## src/rtl/quiz_pkg.sv

```systemverilog
// Shared definitions for the arithmetic quiz game: answer/operator codes,
// answer_input FSM states and small bit-vector helpers.
package quiz_pkg;

  localparam logic [1:0] ANS_ADD  = 2'd0;
  localparam logic [1:0] ANS_SUB  = 2'd1;
  localparam logic [1:0] ANS_MUL  = 2'd2;
  localparam logic [1:0] ANS_PASS = 2'd3;

  typedef enum logic [1:0] {
    S_IDLE    = 2'd0,
    S_HOLD    = 2'd1,
    S_RELEASE = 2'd2
  } state_t;

  function automatic logic [2:0] count_ones(input logic [3:0] v);
    count_ones = 3'(v[0]) + 3'(v[1]) + 3'(v[2]) + 3'(v[3]);
  endfunction

  // Answer code for a vector with exactly one bit set; bit order matches the codes.
  function automatic logic [1:0] press_code(input logic [3:0] v);
    unique case (1'b1)
      v[1]:    press_code = ANS_SUB;
      v[2]:    press_code = ANS_MUL;
      v[3]:    press_code = ANS_PASS;
      default: press_code = ANS_ADD;
    endcase
  endfunction

endpackage

```

## src/rtl/switch_debounce.sv

```systemverilog
// One-bit switch conditioner: two-flop synchroniser followed by a
// consecutive-sample debounce counter that holds the clean level.
module switch_debounce #(
  parameter int DEBOUNCE_CYCLES = 65536
) (
  input  logic clk,
  input  logic reset,
  input  logic raw,
  output logic level
);

  localparam int CW = $clog2(DEBOUNCE_CYCLES);
  localparam logic [CW-1:0] LAST = CW'(DEBOUNCE_CYCLES - 1);

  logic sync1;
  logic sync2;
  logic [CW-1:0] cnt;

  // Any cycle where the synchronised input agrees with the held level restarts the count.
  always_ff @(posedge clk) begin
    if (reset) begin
      sync1 <= 1'b0;
      sync2 <= 1'b0;
      level <= 1'b0;
      cnt   <= '0;
    end else begin
      sync1 <= raw;
      sync2 <= sync1;
      if (sync2 == level) begin
        cnt <= '0;
      end else if (cnt == LAST) begin
        level <= sync2;
        cnt   <= '0;
      end else begin
        cnt <= cnt + 1'b1;
      end
    end
  end

endmodule

```

## src/rtl/answer_input.sv

```systemverilog
// Player answer input: debounces four switches, emits one token per clean
// press over valid/ready, then locks out until every switch is released.
module answer_input
  import quiz_pkg::*;
#(
  parameter int DEBOUNCE_CYCLES = 65536
) (
  input  logic       clk,
  input  logic       reset,
  input  logic [3:0] switch,
  input  logic       ans_ready,
  output logic       ans_valid,
  output logic [1:0] ans_code,
  output logic       multi_err,
  output logic [3:0] sw_db
);

  state_t     state;
  logic [3:0] sw_db_d;
  logic [3:0] press;
  logic [2:0] press_cnt;

  for (genvar i = 0; i < 4; i++) begin : g_db
    switch_debounce #(
      .DEBOUNCE_CYCLES(DEBOUNCE_CYCLES)
    ) u_db (
      .clk  (clk),
      .reset(reset),
      .raw  (switch[i]),
      .level(sw_db[i])
    );
  end

  assign press     = sw_db & ~sw_db_d;
  assign press_cnt = count_ones(press);

  // Presses outside IDLE are deliberately dropped; RELEASE only exits once all levels are low.
  always_ff @(posedge clk) begin
    if (reset) begin
      state     <= S_IDLE;
      sw_db_d   <= 4'b0000;
      ans_valid <= 1'b0;
      ans_code  <= ANS_ADD;
      multi_err <= 1'b0;
    end else begin
      sw_db_d   <= sw_db;
      multi_err <= 1'b0;
      case (state)
        S_IDLE: begin
          if (press_cnt == 3'd1) begin
            ans_code  <= press_code(press);
            ans_valid <= 1'b1;
            state     <= S_HOLD;
          end else if (press_cnt > 3'd1) begin
            multi_err <= 1'b1;
            state     <= S_RELEASE;
          end
        end
        S_HOLD: begin
          if (ans_ready) begin
            ans_valid <= 1'b0;
            state     <= S_RELEASE;
          end
        end
        S_RELEASE: begin
          if (sw_db == 4'b0000) begin
            state <= S_IDLE;
          end
        end
        default: state <= S_IDLE;
      endcase
    end
  end

endmodule
```

## config.mk

```make
export PLATFORM = sky130hd
export DESIGN_NAME = answer_input
export DESIGN_NICKNAME = d
export VERILOG_FILES = /design/src/rtl/quiz_pkg.sv /design/src/rtl/switch_debounce.sv /design/src/rtl/answer_input.sv
export SDC_FILE = /design/constraint.sdc
export NUM_CORES = 1
export LEC_CHECK = 0
export ABC_CLOCK_PERIOD_IN_PS = 2700
export CAP_MARGIN = 10
export CORE_MARGIN = 1.5
export CORE_UTILIZATION = 44
export DETAILED_ROUTE_END_ITERATION = 7
export PLACE_DENSITY_LB_ADDON = 0.1
export REMOVE_ABC_BUFFERS = 1
export SETUP_SLACK_MARGIN = 0.1
export SLEW_MARGIN = 20
export SYNTH_ARGS = -nofsm -noshare
export SYNTH_HDL_FRONTEND = slang
export SYNTH_SLANG_ARGS = --single-unit
```

## constraint.sdc

```tcl
create_clock -name clk -period 2.7 [get_ports clk]
set_input_delay 0.27 -clock clk [delete_from_list [all_inputs] [get_ports clk]]
set_output_delay 0.27 -clock clk [all_outputs]
set_load 0.05 [all_outputs]
```

==> impl_metrics.csv, run 1 <==
group,metric,value,unit
global_routing,grt-busiest-layer,"met2",
floorplan,pin_count,15,
synthesis,synthDistinctLibCells,32,
drt,viasPerCell,4.95,
floorplan,die-area,0.00875,sq mm
global_routing,grtUsageTotal,15.5,%
sta,setup_violations,0,
drt,drt_iter0_drc,61,
power,leakagePower,1.28,nW
synthesis,syn_avg_cell_area,9.00,sq um
finish,final_core_util,51.9,%
global_routing,grt_pass1_vias,2463,
synthesis,synth_cells,401,
clocking,clock-sinks,86,
clocking,clock_path_buffers,2,
power,ir_drop,0.000264,V
critical_path,crit_path_end_kind,"flip-flop",
critical_path,critPathBufInv,2,
global_routing,gr-total-overflow,0,
floorplan,rows,32,
place,gp_congestion,0.729,
flow_run,drv_cap,0,
place,post-dp-hpwl,4.24,mm
clocking,cts.clk_slew.worst_paths,90,ps
finish,nets,439,
worst_hold_path,min_path_type,"reg -> reg",
sta,fin_crit_sh,92.7,%
clocking,cts_root_buf,"clkbuf_8",
sta,clock.fmax,400,MHz
floorplan,die_y,93.5,microns
synthesis,synth_area_leaders,"dfxtp_1 (48%), xnor2_1 (9.2%), nor2_1 (7.8%)",
critical_path,path_class,"reg -> reg",
synthesis,synth-seq-area-share,47.7,%
critical_path,slowest_stage,"fa_1",
sta,worstMarginPinSlew,526,ps
critical_path,crit_arrival,2780,ps
drt,totalWireLength,6.06,mm
global_routing,use_met2,24.2,%
critical_path,start_kind,"flip-flop",
place,placed_cell_area,0.00387,sq mm
drt,vias,2631,
sta,rsz0062_at_grt,"false",
sta,fin_crit,2500,ps
place,pre_cts_ws,64.4,ps
finish,fillers,776,
place,port-buffer-count,14,
global_routing,grt_use_met1,19.4,%
synthesis,ys_seq_elements,86,
sta,maxSlewViolCount,0,
sta,setup_tns,0,ps
clocking,cts_buffers,9,
floorplan,start_util,46.0,%
finish,final_cell_mix,"dfxtp_1 (86), nor2_1 (75), xnor2_1 (38)",
finish,drive_gt1_share,8.39,%
sta,setup_slack,198,ps
clocking,cts_tree,"done",
synthesis,synth_warnings,0,
clocking,clk_latency,360,ps
critical_path,path_delay_family,"adder cells",
synthesis,yosys.area.top_type,"dfxtp_1",
finish,area_growth,12.9,%
sta,hold_violations,0,
critical_path,cp_max_fo,4,
global_routing,antenna_found_initial,0,
finish,final_area,0.00407,sq mm
critical_path,path_cells,"nor2b_2 -> fa_1 -> ha_2 -> inv_1 -> ha_1 -> or3b_4 -> nor3_2 -> buf_4 -> nor2_1 -> a211oi_1",
clocking,ctsHtreeMaxLevel,3,
drt,wl_per_cell,11.4,microns
drt,drc,0,
power,finalPower,2.15,mW
critical_path,cpPeakStageDelay,540,ps
sta,fin_skew,9.55,ps
floorplan,core_area,0.00785,sq mm
critical_path,r2r_setup_slack,200,ps
global_routing,met3_usage,5.77,%
critical_path,required,2980,ps
global_routing,grt_start_max_net_pins,17,
synthesis,syn_area,0.00361,sq mm
finish,layout_commonest_cell,"dfxtp_1",
drt,firstDrtPassIters,4,
synthesis,synth_top_area_share,47.7,%
floorplan,die_x,93.5,microns
run_status,status,"complete, no violations",
drt,antenna_left,0,
global_routing,grt_pass1_wl,10.7,mm
power,p_per_area,527,mW/mm^2
sta,slew_headroom,64.8,%
finish,antenna_cells,0,
## per-stage QoR
| stage | cells | hold slack (ps) |
|---|---|---|
| finish | 531 | 445 |
| global route | 531 | 439 |
| CTS | 530 | 419 |
| detailed placement | 514 | 426 |
| global placement | 514 | 422 |
| floorplan | 390 | 339 |
## repair_timing
item,in CTS,in global routing
pin swaps,0,2
resized for setup,2,3
setup endpoints to repair,2,3
gates cloned,0,0
hold buffers,0,0
setup buffers,0,1
## path summary, 6_finish.rpt
check                     start            endpoint  cells past startpoint
min          g_db[1].u_db.sync1  g_db[1].u_db.sync2                      1
min reg2reg  g_db[1].u_db.sync1  g_db[1].u_db.sync2                      1
max          g_db[3].u_db.level         ans_code[0]                     10
max reg2reg  g_db[3].u_db.level         ans_code[0]                     10
## routing by layer
metal,up-vias,part of all wire (%),wire length [microns]
met3,6,4.2,256
met5,-,0,0
met4,0,0.94,57
met2,33,46,2790
met1,1195,49,2960
li1,1397,-,-
## cells by family after synthesis
family          after synthesis  synth area share, %
compound gates               20                 3.54
xor+xnor                     57                 13.8
fa+ha+maj                     8                 2.98
buf+inv                      30                 3.78
flops                        86                 47.7
mux                           3                0.936
simple gates                197                 27.2
## Yosys cell counts, drive strengths merged
library cell / count
a21oi: 6
and3: 3
and4: 1
a31o: 2
or3b: 1
or3: 5
nand3: 20
or4: 1
nor2: 75
a211oi: 2
o21ai: 5
nor4: 17
a41o: 1
fa: 1
nand4: 19
buf: 9
nand2: 16
o41ai: 1
xnor2: 38
nand2b: 4
inv: 19
nor2b: 19
ha: 7
a31oi: 1
xor2: 19
o21bai: 2
dfxtp: 86
mux2: 3
nor3: 16
clkbuf: 2
## worst reg2reg max path, stage by stage (launching register included)
cell and delay [ps]:
dfxtp_1 310, nor2b_2 170, fa_1 540, ha_2 170, inv_1 40, ha_1 260, or3b_4 400, nor3_2 160
buf_4 140, nor2_1 40, a211oi_1 190
## power by group
part           switching, mW  leakage (nW)  total [mW]  internal [mW]
registers            0.00383         0.694        1.28           1.27
logic                 0.0184         0.507      0.0361         0.0178
clock network          0.488        0.0829       0.833          0.345
## sequential cells by signal (all words and copies together) (netlist names)
register,count
ans_valid,1
state,2
g_db.u_db.sync1,4
ans_code,2
sw_db_d,4
multi_err,1
g_db.u_db.level,4
g_db.u_db.cnt,64
g_db.u_db.sync2,4
## final cells by class
type                    count  area [sq um]  area share [%]
repair buffers             23           208            5.10
multi-input cells         285          1760            43.3
clock inverters             7          57.6            1.41
flip-flops and latches     86          1720            42.3
clock buffers               9           124            3.04
inverters                  19          71.3            1.75
well taps                 102           128            3.13
(Power assumes the default switching activity.)
==> run 2: changes to the inputs <==
CORE_MARGIN = not set   (was 1.5)
TNS_END_PERCENT = 1   (was not set)
==> run 2 against run 1 <==
Sequential share of layout area is 0.078 points lower. Clock power grew 3.8%. Clock skew is essentially flat. Final area grew 0.18%. Power up 1.5%. Utilization rose by 0.096 points. Flip-flop and latch count did not move. Non-clock buffer count stayed put. Combinational power is essentially flat. First-iteration DRC count is 18% lower. Worst setup slack better by 60 ps. Critical endpoint is now ans_code[1]. Largest cell class unchanged. Highest routed layer unchanged.
==> impl_metrics.csv, run 2 (same netlist as run 1, synthesis figures left out) <==
group,metric,value,unit
finish,final_area,0.00408,sq mm
finish,final_core_util,52.0,%
drt,vias,2615,
sta,clock.fmax,410,MHz
power,p_switching,442,uW
clocking,clock-sinks,86,
floorplan,pin_count,15,
finish,nets,439,
drt,wl_per_cell,11.2,microns
sta,maxSlewViolCount,0,
critical_path,path_cells,"nor2b_2 -> fa_1 -> ha_2 -> inv_1 -> ha_1 -> or3b_4 -> nor3_2 -> buf_4 -> nor2_1 -> a211oi_1",
place,dp.cells,514,
place,pre_cts_ws,130,ps
place,post-dp-hpwl,4.17,mm
drt,drt_iter0_drc,50,
floorplan,start_util,46.0,%
global_routing,gr-total-overflow,0,
critical_path,crit_path_end_kind,"flip-flop",
place,gp_congestion,0.750,
power,ir_drop,0.000361,V
finish,finalNonFillerCells,530,
critical_path,cp_max_fo,4,
global_routing,grt_pass1_wl,10.5,mm
clocking,clk_latency,340,ps
critical_path,path_class,"reg -> reg",
finish,largest_reg_flops,64,
floorplan,rows,32,
critical_path,slowest_stage,"fa_1",
power,seqPwrFrac,58.6,%
floorplan,die-area,0.00856,sq mm
power,p_clk_share,39.7,%
critical_path,crit_arrival,2700,ps
sta,fin_crit_sh,90.4,%
clocking,cts_root_buf,"clkbuf_8",
sta,slew_headroom,65.0,%
drt,firstDrtPassIters,4,
drt,drc,0,
finish,drive_gt1_share,7.94,%
global_routing,antenna_found_initial,0,
floorplan,die_x,92.5,microns
flow_run,drv_cap,0,
clocking,ctsHtreeMaxLevel,3,
clocking,clock_path_buffers,2,
finish,regMostFlops,"g_db.u_db.cnt",
finish,layout_commonest_cell,"dfxtp_1",
sta,fin_skew,9.10,ps
critical_path,cpPeakStageDelay,540,ps
critical_path,rr_worst_depth,10,
power,p_int,1.74,mW
drt,antenna_left,0,
sta,fin_crit,2440,ps
power,leakagePower,1.30,nW
finish,final_cell_mix,"dfxtp_1 (86), nor2_1 (75), xnor2_1 (38)",
worst_hold_path,hold_path_depth,1,
clocking,cts.clk_slew.worst_paths,80,ps
place,port-buffer-count,14,
global_routing,grt_start_max_net_pins,15,
run_status,status,"complete, no violations",
floorplan,die_y,92.5,microns
sta,setup_slack,258,ps
sta,setup_violations,0,
clocking,cts_hold_buf,0,
place,placed_cell_area,0.00387,sq mm
sta,hold_violations,0,
finish,area_growth,13.1,%
floorplan,core_area,0.00785,sq mm
power,pwr-share-comb,1.7,%
drt,totalWireLength,5.94,mm
critical_path,required,2950,ps
power,finalPower,2.18,mW
drt,viasPerCell,4.93,
sta,worstMarginPinSlew,520,ps
clocking,cts_tree,"done",
power,p_per_area,534,mW/mm^2
global_routing,grtUsageTotal,15.2,%
finish,antenna_cells,0,
power,p_sw_share,20.3,%
critical_path,start_kind,"flip-flop",
sta,rsz0062_at_grt,"false",
worst_hold_path,min_path_type,"reg -> reg",
global_routing,grt_pass1_vias,2340,
clocking,cts_buffers,9,
-- run 2: cell types whose count changed in the layout (fill, tap and decap cells not counted) --
| cell | change |
|---|---|
| clkinv_4 | -1 |
| bufinv_16 | +1 |
| clkinvlp_4 | -2 |
| inv_6 | -3 |
| clkbuf_1 | +1 |
| clkinv_2 | +2 |
| clkbuf_8 | +1 |
-- run 2: layer usage --
| layer | part of all wire (%) | GRT usage (%) |
|---|---|---|
| met1 | 51 | 19.5 |
| met2 | 45 | 24.3 |
| met3 | 3.2 | 4.93 |
| met4 | 1.2 | 4.30 |
| met5 | 0 | 0 |
-- run 2: timing repair --
| item | in CTS | in global routing |
|---|---|---|
| endpoints found under the setup margin | 2 | 4 |
| setup buffers | 0 | 1 |
| pin swaps | 0 | 1 |
| gates cloned | 0 | 0 |
| resized for setup | 1 | 4 |
-- run 2: metrics by stage --
step                      hold WS, ps  setup TNS, ps
after global placement            422              0
after detailed placement          424              0
after global routing              465              0
after floorplan                   339           -560
final                             437              0
after CTS                         444              0
-- run 2: power groups by stage --
stage	Clock, mW	Sequential (mW)	Combinational (mW)
4_1_cts	0.902	1.28	0.0374
6_report	0.865	1.28	0.0361
5_1_grt	0.964	1.28	0.0410
3_5_place_dp	0	1.31	0.0372
3_3_place_gp	0	1.31	0.0368
2_1_floorplan	0	1.31	0.0158
-- run 2: critical path: cells and delay by family, from the launching register on --
family / cells / cell delay, ps
AOI/OAI and AO/OA: 1 / 180
adders and majority gates: 3 / 980
buffers and inverters: 2 / 180
DFF: 1 / 310
and+or+nand+nor: 4 / 700
-- run 2: final cells by class --
| type | instances | area, sq um |
|---|---|---|
| clock buffer | 11 | 141 |
| clock inverter | 4 | 47.5 |
| fill | 781 | 3770 |
| inverter | 19 | 71.3 |
| multi-input combinational | 285 | 1760 |
| sequential | 86 | 1720 |
| tap | 102 | 128 |
| timing repair buffer | 23 | 208 |
-- run 2: worst paths after layout --
check,start,to,slack [ps]
min,g_db[2].u_db.sync1,g_db[2].u_db.sync2,440
min reg2reg,g_db[2].u_db.sync1,g_db[2].u_db.sync2,440
max,g_db[3].u_db.level,ans_code[1],260
max reg2reg,g_db[3].u_db.level,ans_code[1],260
==> run 3: changes to the inputs <==
CORE_ASPECT_RATIO = 1.25   (was not set)
MAX_ROUTING_LAYER = met4   (was not set)
PLACE_DENSITY = 0.59   (was not set)
PLACE_DENSITY_LB_ADDON = not set   (was 0.1)
==> run 3 against run 2 <==
Clock skew shrank 3.4 ps. Routed wire length grew 4.9%. Register-to-register slack is essentially flat. Power grew 0.67%. First-iteration DRC count shrank 24%. Sequential share of layout area grew 0.33 points. Worst setup slack gained 9.2 ps. Critical path depth is the same. Critical endpoint is now ans_code[0]. Final area shrank 0.77%.
==> impl_metrics.csv, run 3 (same netlist as run 1, synthesis figures left out) <==
group,metric,value,unit
drt,totalWireLength,6.23,mm
floorplan,die_x,83.0,microns
finish,layout_commonest_cell,"dfxtp_1",
floorplan,die-area,0.00857,sq mm
critical_path,path_cells,"nor2b_2 -> fa_1 -> ha_2 -> inv_1 -> ha_1 -> or3b_4 -> nor3_2 -> buf_4 -> nor2_1 -> a211oi_1",
sta,clock.fmax,411,MHz
drt,drc,0,
place,gp_congestion,0.783,
sta,fin_crit,2430,ps
global_routing,antenna_found_initial,0,
drt,antenna_left,0,
global_routing,grt_pass1_vias,2556,
sta,fin_crit_sh,90.1,%
floorplan,start_util,45.8,%
finish,final_cell_mix,"dfxtp_1 (86), nor2_1 (75), xnor2_1 (38)",
place,post-dp-hpwl,4.26,mm
drt,drt_iter0_drc,38,
finish,regMostFlops,"g_db.u_db.cnt",
critical_path,slowest_stage,"fa_1",
finish,drive_gt1_share,7.29,%
global_routing,grt_start_max_net_pins,17,
clocking,cts_tree,"done",
clocking,ctsHtreeMaxLevel,3,
critical_path,rr_endpoint,"ans_code[0]",
floorplan,core_area,0.00788,sq mm
clocking,cts_buffers,9,
global_routing,grtUsageTotal,16.5,%
power,p_per_area,542,mW/mm^2
floorplan,pin_count,15,
drt,wl_per_cell,12.0,microns
worst_hold_path,hold_end,"g_db[1].u_db.sync2",
finish,antenna_cells,0,
critical_path,r2r_setup_slack,270,ps
clocking,clk_latency,360,ps
place,port-buffer-count,14,
critical_path,crit_path_end_kind,"flip-flop",
flow_run,drv_cap,0,
finish,area_growth,12.3,%
finish,fillers,758,
sta,rsz0062_at_grt,"false",
critical_path,cp_max_fo,4,
floorplan,die_y,103,microns
global_routing,gr-total-overflow,0,
clocking,clock_path_buffers,2,
power,leakagePower,1.29,nW
drt,viasPerCell,5.08,
drt,vias,2639,
critical_path,cpPeakStageDelay,530,ps
sta,maxSlewViolCount,0,
clocking,postCtsSetupRepairBufs,0,
critical_path,r2r-start,"g_db[1].u_db.level",
clocking,cts.clk_slew.worst_paths,80,ps
global_routing,grt_pass1_wl,11.0,mm
critical_path,path_class,"reg -> reg",
place,placed_cell_area,0.00385,sq mm
sta,fin_skew,5.73,ps
worst_hold_path,min_path_type,"reg -> reg",
sta,slew_headroom,65.4,%
worst_hold_path,hold_start,"g_db[1].u_db.sync1",
worst_hold_path,hold_path_depth,1,
finish,largest_reg_flops,64,
floorplan,rows,36,
finish,nets,436,
critical_path,required,2980,ps
sta,hold_ws,441,ps
finish,final_area,0.00405,sq mm
run_status,status,"complete, no violations",
sta,worstMarginPinSlew,514,ps
sta,hold_violations,0,
drt,firstDrtPassIters,4,
clocking,clock-sinks,86,
clocking,cts_root_buf,"clkbuf_8",
critical_path,start_kind,"flip-flop",
critical_path,crit_arrival,2710,ps
power,ir_drop,0.000287,V
critical_path,rr_worst_depth,10,
sta,setup_violations,0,
## run 3: final cells by class
type	count	area, sq um	area share (%)
Sequential cell	86	1720	42.5
Clock inverter	4	47.5	1.17
Timing Repair Buffer	20	185	4.57
Tap cell	95	119	2.93
Clock buffer	11	141	3.49
Inverter	19	71.3	1.76
Multi-Input combinational cell	285	1760	43.6
## run 3: worst max-delay path: cells and delay by family (launching register included)
family / cells / cell delay (ps)
fa+ha+maj: 3 / 970
simple gates: 4 / 720
flops: 1 / 310
buf+inv: 2 / 180
compound gates: 1 / 180
## run 3: where the power goes
part	switching, mW	internal, mW
logic	0.0181	0.0169
clock network	0.436	0.445
registers	0.00381	1.27
## run 3: metrics by stage
stage | std cells | setup slack (ps) | power [mW] | util [%] | setup TNS (ps)
2_1_floorplan | 390 | -276 | 1.32 | - | -560
5_1_grt | 520 | 120 | 2.29 | 51.4 | 0
6_report | 520 | 267 | 2.19 | 51.4 | 0
4_1_cts | 520 | 184 | 2.24 | 51.3 | 0
3_5_place_dp | 505 | 14.1 | 1.34 | 48.8 | 0
3_3_place_gp | 505 | 108 | 1.34 | 48.8 | 0
## run 3: how the worst max path moves through the flow
stage	slack, ps	endpoint	startpoint
4_1_cts	180	ans_code[1]	g_db[3].u_db.level
2_1_floorplan	-280	ans_code[0]	g_db[3].u_db.level
3_5_place_dp	10	ans_code[1]	g_db[1].u_db.level
5_1_grt	120	ans_code[0]	g_db[0].u_db.level
3_3_place_gp	110	ans_code[0]	g_db[3].u_db.level
6_report	270	ans_code[0]	g_db[1].u_db.level
## run 3: per-layer routing
layer  vias up  GRT usage, %  part of all wire [%]
li1       1383             -                     -
met1      1212          18.2                    47
met2        33          27.5                    47
met3        11          4.21                   3.4
met4         0          9.55                   2.4
met5         -             -                     0
## run 3: what timing repair did
item / in CTS / in global routing
hold endpoints to repair: 0 / 0
endpoints found under the setup margin: 2 / 2
hold buffers: 0 / 0
resized for setup: 4 / 1
pin swaps: 0 / 3
